**src/rtl/bcd_counter_multi.sv**
```systemverilog
// ============================================================================
// Module   : bcd_counter_multi
// Purpose  : Multi-digit BCD up/down counter with parallel load, count
//            enable, and wrap or saturate behaviour at the end of the range.
//            Provides a combinational carry/borrow out for cascading and a
//            registered one-cycle roll-over pulse.
// Ports    : clk       - rising-edge clock
//            reset     - synchronous reset, active-high
//            en        - count enable, one step per cycle while high
//            up        - direction, 1 = increment, 0 = decrement
//            load      - synchronous parallel load (beats en)
//            load_val  - BCD load value, digit 0 (LSD) in bits [3:0]
//            q         - registered BCD count
//            co        - carry/borrow out, combinational
//            rolled    - registered pulse, high the cycle after a wrap
// Revision : 1.0 - initial release
// ============================================================================
`default_nettype none

module bcd_counter_multi #(
  parameter int DIGITS   = 4,
  parameter bit SATURATE = 1'b0
) (
  input  logic                  clk,
  input  logic                  reset,
  input  logic                  en,
  input  logic                  up,
  input  logic                  load,
  input  logic [4*DIGITS-1:0]   load_val,
  output logic [4*DIGITS-1:0]   q,
  output logic                  co,
  output logic                  rolled
);

  logic [4*DIGITS-1:0] count_q;
  logic [4*DIGITS-1:0] count_d;
  logic                rolled_q;
  logic                rolled_d;

  logic [4*DIGITS-1:0] load_clamped;
  logic [4*DIGITS-1:0] step_val;
  logic                at_term;

  // Any load digit above 9 is forced to 9 so the count stays valid BCD.
  generate
    for (genvar gi = 0; gi < DIGITS; gi++) begin : g_clamp
      logic [3:0] ld_digit;
      assign ld_digit = load_val[4*gi +: 4];
      assign load_clamped[4*gi +: 4] = (ld_digit > 4'd9) ? 4'd9 : ld_digit;
    end
  endgenerate

  // Ripple step: a digit moves only when every lower digit sits at the
  // terminal value for the current direction. The running 'carry' after the
  // last digit therefore means the whole count is at its terminal value.
  always_comb begin
    logic       carry;
    logic [3:0] dig;
    carry    = 1'b1;
    step_val = count_q;
    for (int i = 0; i < DIGITS; i++) begin
      dig = count_q[4*i +: 4];
      if (carry) begin
        if (up) begin
          step_val[4*i +: 4] = (dig == 4'd9) ? 4'd0 : dig + 4'd1;
        end else begin
          step_val[4*i +: 4] = (dig == 4'd0) ? 4'd9 : dig - 4'd1;
        end
      end
      carry = carry & (up ? (dig == 4'd9) : (dig == 4'd0));
    end
    at_term = carry;
  end

  // Reset is handled in the register; everything else is decided here.
  always_comb begin
    count_d  = count_q;
    rolled_d = 1'b0;
    if (load) begin
      count_d = load_clamped;
    end else if (en) begin
      // In saturate mode the terminal value simply holds.
      if (!(at_term && SATURATE)) begin
        count_d  = step_val;
        rolled_d = at_term;
      end
    end
  end

  always_ff @(posedge clk) begin
    if (reset) begin
      count_q  <= '0;
      rolled_q <= 1'b0;
    end else begin
      count_q  <= count_d;
      rolled_q <= rolled_d;
    end
  end

  assign q      = count_q;
  assign rolled = rolled_q;
  // Combinational so a following stage can use it directly as its enable.
  assign co     = en & ~load & ~reset & at_term;

endmodule

`default_nettype wire

```
**config.mk**
```make
export PLATFORM = sky130hd
export DESIGN_NAME = bcd_counter_multi
export DESIGN_NICKNAME = d
export VERILOG_FILES = /design/src/rtl/bcd_counter_multi.sv
export SDC_FILE = /design/constraint.sdc
export NUM_CORES = 1
export LEC_CHECK = 0
export ABC_AREA = 1
export CAP_MARGIN = 20
export CORE_ASPECT_RATIO = 0.6
export CORE_MARGIN = 1.5
export CORE_UTILIZATION = 49
export CTS_BUF_LIST = sky130_fd_sc_hd__clkbuf_16
export CTS_CLUSTER_SIZE = 30
export DETAILED_ROUTE_END_ITERATION = 8
export PLACE_DENSITY = 0.8
export SYNTH_ARGS = -nofsm -noshare
export SYNTH_HDL_FRONTEND = slang
export SYNTH_SLANG_ARGS = --single-unit
```
**constraint.sdc**
```tcl
create_clock -name clk -period 1.8 [get_ports clk]
set_input_delay 0.27 -clock clk [delete_from_list [all_inputs] [get_ports clk]]
set_output_delay 0.27 -clock clk [all_outputs]
set_load 0.1 [all_outputs]
```
=== Yosys cells after proc, flatten, opt, wreduce, memory -nomap -nowiden ===
Index checks and enable logic that the tools add are counted.

* Register bits after elaboration: 17
* Output and inout port bits: 18

* Add/subtract/negate cells: 8
* Magnitude comparators: 4
* Equal/unequal tests: 4
* Mux-type cells: 25
* Bitwise operators: 9
* Reductions and logical operators: 12

{| class="wikitable"
|+ Operators with widths
! operator !! count
|-
| 2-to-1 mux 4 bit || 19
|-
| 2-to-1 mux 16 bit || 2
|-
| adder 4 x 1 -> 4 bit, second input constant || 4
|-
| equality test 4 bit, second input constant || 4
|-
| > comparator 4 bit, second input constant || 4
|-
| zero test 4 bit || 4
|-
| subtractor 4 x 1 -> 4 bit, second input constant || 4
|-
| nonzero test 2 bit || 4
|-
| bitwise AND 1 bit || 6
|-
| AND reduction 2 bit || 3
|-
| 2-to-1 mux 1 bit || 4
|-
| NOT 1 bit || 3
|-
| OR reduction 3 bit || 1
|}

=== Longest topological paths before layout ===
Gate-level depths: netlist of run 1.

* Depth after elaboration: 7
* Depth in mapped cells: 11
* Mapped depth without buffers: 11

=== Worst setup path before layout of run 1 ===
OpenSTA, ideal clock, no wires.

* Path type: register to output
* Start point: register count_q[7] (netlist: q[7])
* End point: output port co
* Data arrival time: 3979 ps
* Data required time: 1530 ps
* Setup slack: -2449 ps
* Stages on the path, launching flop included: 9
* Path buffers: 0
* Cells stage by stage: dfxtp_1 -> inv_1 -> nor2_1 -> nand2_1 -> nand2_1 -> nand2_1 -> inv_1 -> nand3_4 -> a211oi_1

* Cells in the longest elaborated chain, start to end: 6

{| class="wikitable"
|+ RTL lines
! element !! line !! RTL
|-
| from (decl) || 35 || <nowiki>logic [4*DIGITS-1:0] count_q;</nowiki>
|-
| from (signal assigned) || 95 || <nowiki>count_q <= count_d;</nowiki>
|-
| equality test 4 bit / zero test 4 bit (equally long branches) || 70 || <nowiki>carry = carry & (up ? (dig == 4'd9) : (dig == 4'd0));</nowiki>
|-
| 2-to-1 mux 1 bit * || 70 ||
|-
| bitwise AND 1 bit * (3 in series) || 70 ||
|-
| bitwise AND 1 bit * || 103 || <nowiki>assign co = en & ~load & ~reset & at_term;</nowiki>
|-
| to (decl) || 31 || <nowiki>output logic co,</nowiki>
|}

Every way passes the cells marked *; elsewhere a longest branch is shown, timed or not.

=== Final worst setup path of run 1 ===
* Start point: register count_q[3] (netlist: q[3])
* End point: output port co

The elaborated chain is that of the path after synthesis.

==> results of run 1 <==
final cells by class:
class / count / area [um2]
multi-input cells: 208 / 1060
clock buffers: 3 / 75.1
flip-flops and latches: 17 / 375
fillers: 195 / 484
repair buffers: 62 / 707
clock inverters: 1 / 3.75
well taps: 42 / 52.6
inverters: 28 / 111
Yosys cell counts, drive strengths merged:
cell    count  area [um2]
a211oi      3        22.5
a21boi      1        7.51
a21oi      22         121
a22oi       1        7.51
buf         6        37.5
clkbuf      1        3.75
clkinv      1        3.75
dfxtp      17         340
inv        27         101
nand2      76         303
nand3      24         143
nand4       2        12.5
nor2       43         164
nor3        3        20.0
o211ai      5        37.5
o21a        1        7.51
o21ai      21         105
o21bai      1        7.51
o221ai      1        8.76
o31ai       2        15.0
xor2        2        17.5
power by group through the flow:
stage | clock network, mW | registers, mW | logic [mW]
after detailed placement | 0 | 0.473 | 0.729
final | 0.461 | 0.472 | 0.790
after global placement | 0 | 0.473 | 0.719
after global routing | 0.481 | 0.477 | 0.842
after CTS | 0.462 | 0.468 | 0.762
after floorplan | 0 | 0.674 | 0.261
kinds of logic (layout without fill, tap and decap cells):
family	Yosys count	after routing	share of synthesized area (%)
AO/OA/AOI/OAI	58	58	22.9
XOR/XNOR	2	2	1.18
buffers and inverters	35	94	9.85
flip-flops	17	17	22.9
AND/OR/NAND/NOR	148	148	43.2
registers in the layout, indices dropped and copies added, names as in the netlist:
name	count
q	16
rolled	1
metal layers:
metal | share of wire, % | vias to the layer above
li1 | - | 975
met1 | 42 | 886
met2 | 44 | 124
met3 | 9.7 | 33
met4 | 4.4 | 0
met5 | 0 | -
worst max-delay path by stage:
stage	end	depth (start not counted)	startpoint
finish	co	7	q[3]$_SDFFE_PP0P_
global route	co	7	q[0]$_SDFFE_PP0P_
CTS	co	7	q[3]$_SDFFE_PP0P_
detailed placement	co	7	up
global placement	co	7	up
floorplan	co	6	q[0]$_SDFFE_PP0P_
what timing repair did:
item                                    in CTS  in global routing
endpoints found under the setup margin       1                  1
pin swaps                                    6                  1
buffers inserted                             6                  1
gates resized for setup                     13                  2
through the flow:
stage	setup WS, ns	utilization [%]	hold slack, ns	TNS [ns]	area (um2)
final	-0.0863	83.1	0.519	-0.0863	2390
after global routing	-0.140	83.1	0.575	-0.140	2390
after CTS	-0.0486	82.6	0.523	-0.0486	2370
after detailed placement	-0.292	77.0	0.508	-0.443	2210
after global placement	-0.257	77.0	0.507	-0.266	2210
after floorplan	-0.560	-	0.329	-0.560	1550
critical path, cell delays in order (launching register included):
cell and delay (ns):
dfxtp_4 0.39, inv_4 0.06, nor2_4 0.12, nand3_2 0.11, a21oi_4 0.18, nand3_4 0.10, a211oi_4 0.20, buf_12 0.21
placed cells by master (no fill, tap or decap), types with 2 or more instances in the layout:
| cell type | count |
|---|---|
| a21oi_1 | 21 |
| buf_12 | 15 |
| dfxtp_4 | 6 |
| inv_1 | 22 |
| clkbuf_16 | 3 |
| o21ai_0 | 19 |
| o211ai_1 | 5 |
| inv_4 | 2 |
| o31ai_1 | 2 |
| buf_4 | 26 |
| nor3_1 | 2 |
| nor2_4 | 5 |
| inv_2 | 4 |
| nor2_1 | 37 |
| nand3_1 | 20 |
| nand2_1 | 73 |
| clkdlybuf4s50_1 | 19 |
| a211oi_1 | 2 |
| nand3_2 | 2 |
| o21ai_1 | 2 |
| nand2_4 | 2 |
| nand4_1 | 2 |
| dfxtp_2 | 10 |
| nand3_4 | 2 |
| xor2_1 | 2 |
==> summary.md, run 1 <==
| Metric | Value |
|---|---|
| Ports | `39` |
| VDD IR max | `0.000626 V` |
| Syn-to-layout area delta | `60.6%` |
| Leakage | `1.11 nW` |
| DR WL/cell | `13.6 um` |
| Final Hold Fails | `0` |
| N_diodes | `0` |
| Buffers on Ports | `38` |
| CTS root buffer | `clkbuf_16` |
| Synthesized area per cell | `5.72 um2` |
| CP Capture Type | `output pin` |
| Crit path DAT | `1.62 ns` |
| Hold path cells | `2` |
| Worst Skew | `0.00194 ns` |
| Failing checks | `negative setup slack` |
| Fin crit share | `105%` |
| Largest net degree at the start of global routing | `22` |
| Final setup viols | `1` |
| CTS sink cnt | `17` |
| Routed wire length | `4900 um` |
| Worst relative slew slack | `70.7%` |
| Layout Nets | `341` |
| Slew Limit Fails | `0` |
| Syn Nets | `281` |
| Worst setup path class | `flop to output pin` |
| HP Class | `flop to flop` |
| Post-DP HPWL | `3190 um` |
| Met1 GRT Util | `42.9%` |
| H-tree Lvls | `1` |
| Startpoint types | `flop` |
| Number of global-route vias before repair | `1,820` |
| Logic gate share of total power | `45.8%` |
| Pwr Total | `1.72 mW` |
| Skew-Pair Late Insertion Delay | `0.25 ns` |
| Internal cell power | `1.00 mW` |
| Slew @ Worst Pin | `0.438 ns` |
| DR iter-0 viols | `173` |
| CP required | `1.53 ns` |
| CTS tree | `done` |
| TritonCTS buffer count | `3` |
| Placer Congestion | `0.856` |
| R2R Path End | `q[9]$_SDFFE_PP0P_` |
| Distinct cells, synth | `33` |
| GRT Util Overall | `32.0%` |
| Cells after Synth | `260` |
| Layout Cells excl Fill | `361` |
| Worst hold path startpoint | `q[4]$_SDFFE_PP0P_` |
| Starting density of the core | `51.8%` |
| Worst reg2reg path depth | `10` |
| Sw Pwr | `719 uW` |
| Wire length of the first global-routing pass | `8090 um` |
| Flop pwr share | `27.4%` |
| CTS Buffer Depth | `2` |
| Switch share | `41.7%` |
| Antenna violations before repair | `0` |
| Yosys warnings | `0` |
| Final ANT Viol Nets | `0` |
| Global route overflow | `0` |
| Register area share after synthesis | `22.9%` |
| Clock Power Share | `26.8%` |
| Vias per cell | `5.59` |
| Final Worst Setup Slack | `-0.0863 ns` |
| Share of layout cells above drive strength 1 | `26.3%` |
| Outcome | `finished with violations` |
| Worst Path Max Fanout | `3` |
| Pre-Repair DR Iteration Count | `5` |
| Hold-critical path endpoint | `q[4]$_SDFFE_PP0P_` |
| Die Y | `45.7 um` |
| Row Count | `15` |
| Die width | `74.1 um` |
| Met2 GRT Util | `50.0%` |
| Worst reg2reg path startpoint | `q[3]$_SDFFE_PP0P_` |
| RSZ-0062 raised after global routing | `true` |
| Inst Count DP | `350` |
| Clock-pin slew on the worst setup and hold paths | `0.05 ns` |
| Die footprint | `3380 um2` |
| PwrDens | `722 nW/um2` |
| GR peak layer | `met2` |
| Grt met3 use | `6.42%` |
| Cts hold-fix bufs | `0` |
| Fmax | `530 MHz` |
| Remaining DRCs | `0` |
| Period minus WS final | `1.89 ns` |
| Reg2Reg Setup Slack | `0.34 ns` |
| Via count | `2,018` |
| Core Region | `2870 um2` |
| Seq cells post-synth | `17` |
| Max Cap Viol | `0` |
| Post-Syn Area | `1490 um2` |
Power figures use the tool's default switching activity.
==> run 2, diff against run 1 <==
--- a/config.mk
+++ b/config.mk
@@ -9,11 +9,13 @@
 export CAP_MARGIN = 20
 export CORE_ASPECT_RATIO = 0.6
 export CORE_MARGIN = 1.5
-export CORE_UTILIZATION = 49
+export CORE_UTILIZATION = 55
 export CTS_BUF_LIST = sky130_fd_sc_hd__clkbuf_16
 export CTS_CLUSTER_SIZE = 30
 export DETAILED_ROUTE_END_ITERATION = 8
-export PLACE_DENSITY = 0.8
+export DONT_BUFFER_PORTS = 1
+export PLACE_DENSITY = 0.7
+export SKIP_CTS_REPAIR_TIMING = 1
 export SYNTH_ARGS = -nofsm -noshare
 export SYNTH_HDL_FRONTEND = slang
 export SYNTH_SLANG_ARGS = --single-unit
==> run 2 against run 1 <==
The run still ends with negative setup slack left. Fmax up 0.14%. Clock-buffer cell count did not move. Hold slack worse by 0.44 ns. Critical path type unchanged. Largest power group unchanged. Highest routed layer unchanged.
==> summary.md, run 2 (same netlist as run 1, synthesis figures left out) <==
| Metric | Value |
|---|---|
| Wire length of the first global-routing pass | `6490 um` |
| Slew Limit Fails | `0` |
| CP required | `1.53 ns` |
| Filler cell count | `223` |
| Die Y | `43.3 um` |
| Die footprint | `3030 um2` |
| Flop pwr share | `29.8%` |
| Sw Pwr | `638 uW` |
| Failing checks | `negative setup slack` |
| Outcome | `finished with violations` |
| CTS root buffer | `clkbuf_16` |
| H-tree Lvls | `1` |
| Via count | `1,710` |
| Hold path cells | `1` |
| Period minus WS final | `1.88 ns` |
| N_diodes | `0` |
| Core Region | `2540 um2` |
| Switch share | `42.0%` |
| Vias per cell | `5.34` |
| CP Capture Type | `output pin` |
| Startpoint types | `flop` |
| Buffers on Ports | `0` |
| Worst path max stage delay | `0.38 ns` |
| Worst Path Max Fanout | `5` |
| Final ANT Viol Nets | `0` |
| Worst setup path class | `flop to output pin` |
| Worst relative slew slack | `70.5%` |
| Die width | `70.1 um` |
| Remaining DRCs | `0` |
| Logic gate share of total power | `40.0%` |
| CTS tree | `done` |
| DR iter-0 viols | `181` |
| Most common cell after layout, fill and taps aside | `nand2_1` |
| TritonCTS buffer count | `3` |
| Max Cap Viol | `0` |
| Slew @ Worst Pin | `0.440 ns` |
| CTS sink cnt | `17` |
| Final Worst Setup Slack | `-0.0836 ns` |
| Clock-pin slew on the worst setup and hold paths | `0.05 ns` |
| Starting density of the core | `58.5%` |
| Largest net degree at the start of global routing | `22` |
| Final Hold Fails | `0` |
| Worst reg2reg path depth | `11` |
| Row Count | `14` |
| Fin crit share | `105%` |
| Crit path DAT | `1.61 ns` |
| Layout Nets | `310` |
| Leakage | `0.911 nW` |
| Share of layout cells above drive strength 1 | `25.0%` |
| HP Class | `input port to flop` |
| Worst Skew | `0.00422 ns` |
| Place WS | `0.100 ns` |
| GRT Util Overall | `26.8%` |
| VDD IR max | `0.000539 V` |
| Cells along the critical path | `inv_4 > nor2_4 > nand3_2 > a21oi_4 > nand3_4 > a211oi_4 > buf_12` |
| Global route overflow | `0` |
| Syn-to-layout area delta | `27.0%` |
| Final setup viols | `1` |
| Post-DP HPWL | `2840 um` |
| Antenna violations before repair | `0` |
| DR WL/cell | `12.2 um` |
| Pre-Repair DR Iteration Count | `4` |
| PwrDens | `804 nW/um2` |
| Max reg flops | `16` |
| Internal cell power | `880 uW` |
| Number of global-route vias before repair | `1,448` |
| Final core utilization | `74.3%` |
| Placer Congestion | `0.866` |
| Post-Route Setup TNS | `-0.0836 ns` |
| Clock Power Share | `30.2%` |
| CTS Buffer Depth | `2` |
| Skew-Pair Late Insertion Delay | `0.25 ns` |
| Fmax | `531 MHz` |
| Ports | `39` |
| Commonest non-fill, non-tap cells in the layout | `nand2_1 (73), nor2_1 (38), buf_4 (30), nand3_1 (21), a21oi_1 (21)` |
| RSZ-0062 raised after global routing | `true` |
| Routed wire length | `3890 um` |
| Slowest CP cell | `dfxtp_4` |
## run 2: cell count changes in the layout (fill, tap and decap cells not counted), sizes merged
cell and delta:
clkdlybuf4s15 -1, clkdlybuf4s50 -19, clkinv +1, buf -11, inv -1
## run 2: final cells by class
class	count	area [um2]	share of cell area (%)
inverters	28	110	5.83
multi-input cells	208	1040	54.9
well taps	32	40.0	2.12
flip-flops and latches	17	375	19.9
clock inverters	1	5.00	0.265
repair buffers	31	245	13.0
clock buffers	3	75.1	3.98
## run 2: per-layer routing
| metal | up-vias | track usage, % | share of wire [%] |
|---|---|---|---|
| met5 | - | 0 | 0 |
| met4 | 0 | 4.62 | 0.51 |
| met3 | 4 | 7.13 | 7.6 |
| met2 | 63 | 40.0 | 42 |
| met1 | 730 | 39.2 | 50 |
| li1 | 913 | - | - |
## run 2: final timing paths
kind / end / slack, ns / start
min: q[3]$_SDFFE_PP0P_ / 0.07 / reset
max reg2reg: q[15]$_SDFFE_PP0P_ / 0.22 / q[3]$_SDFFE_PP0P_
max: co / -0.08 / q[3]$_SDFFE_PP0P_
min reg2reg: q[4]$_SDFFE_PP0P_ / 0.51 / q[4]$_SDFFE_PP0P_
## run 2: power by group through the flow
| stage | Sequential [mW] | Clock, mW | Combinational, mW |
|---|---|---|---|
| floorplan | 0.674 | 0 | 0.261 |
| global route | 0.459 | 0.475 | 0.656 |
| CTS | 0.448 | 0.468 | 0.594 |
| global placement | 0.455 | 0 | 0.588 |
| finish | 0.453 | 0.459 | 0.607 |
| detailed placement | 0.456 | 0 | 0.592 |
## run 2: worst max-delay path: cells and delay by family, from the launching register on
kind	cells	cell delay (ns)
DFF	1	0.38
AOI/OAI and AO/OA	2	0.38
buffers and inverters	2	0.26
and+or+nand+nor	3	0.34
## run 2: through the flow
| stage | power [mW] | instances | instance area (um2) | hold WS (ns) |
|---|---|---|---|---|
| after floorplan | 0.935 | 260 | 1550 | 0.329 |
| after global placement | 1.04 | 312 | 1760 | 0.331 |
| after CTS | 1.51 | 316 | 1840 | 0.0718 |
| after global routing | 1.59 | 320 | 1890 | 0.0720 |
| after detailed placement | 1.05 | 312 | 1760 | 0.333 |
| final | 1.52 | 320 | 1890 | 0.0744 |
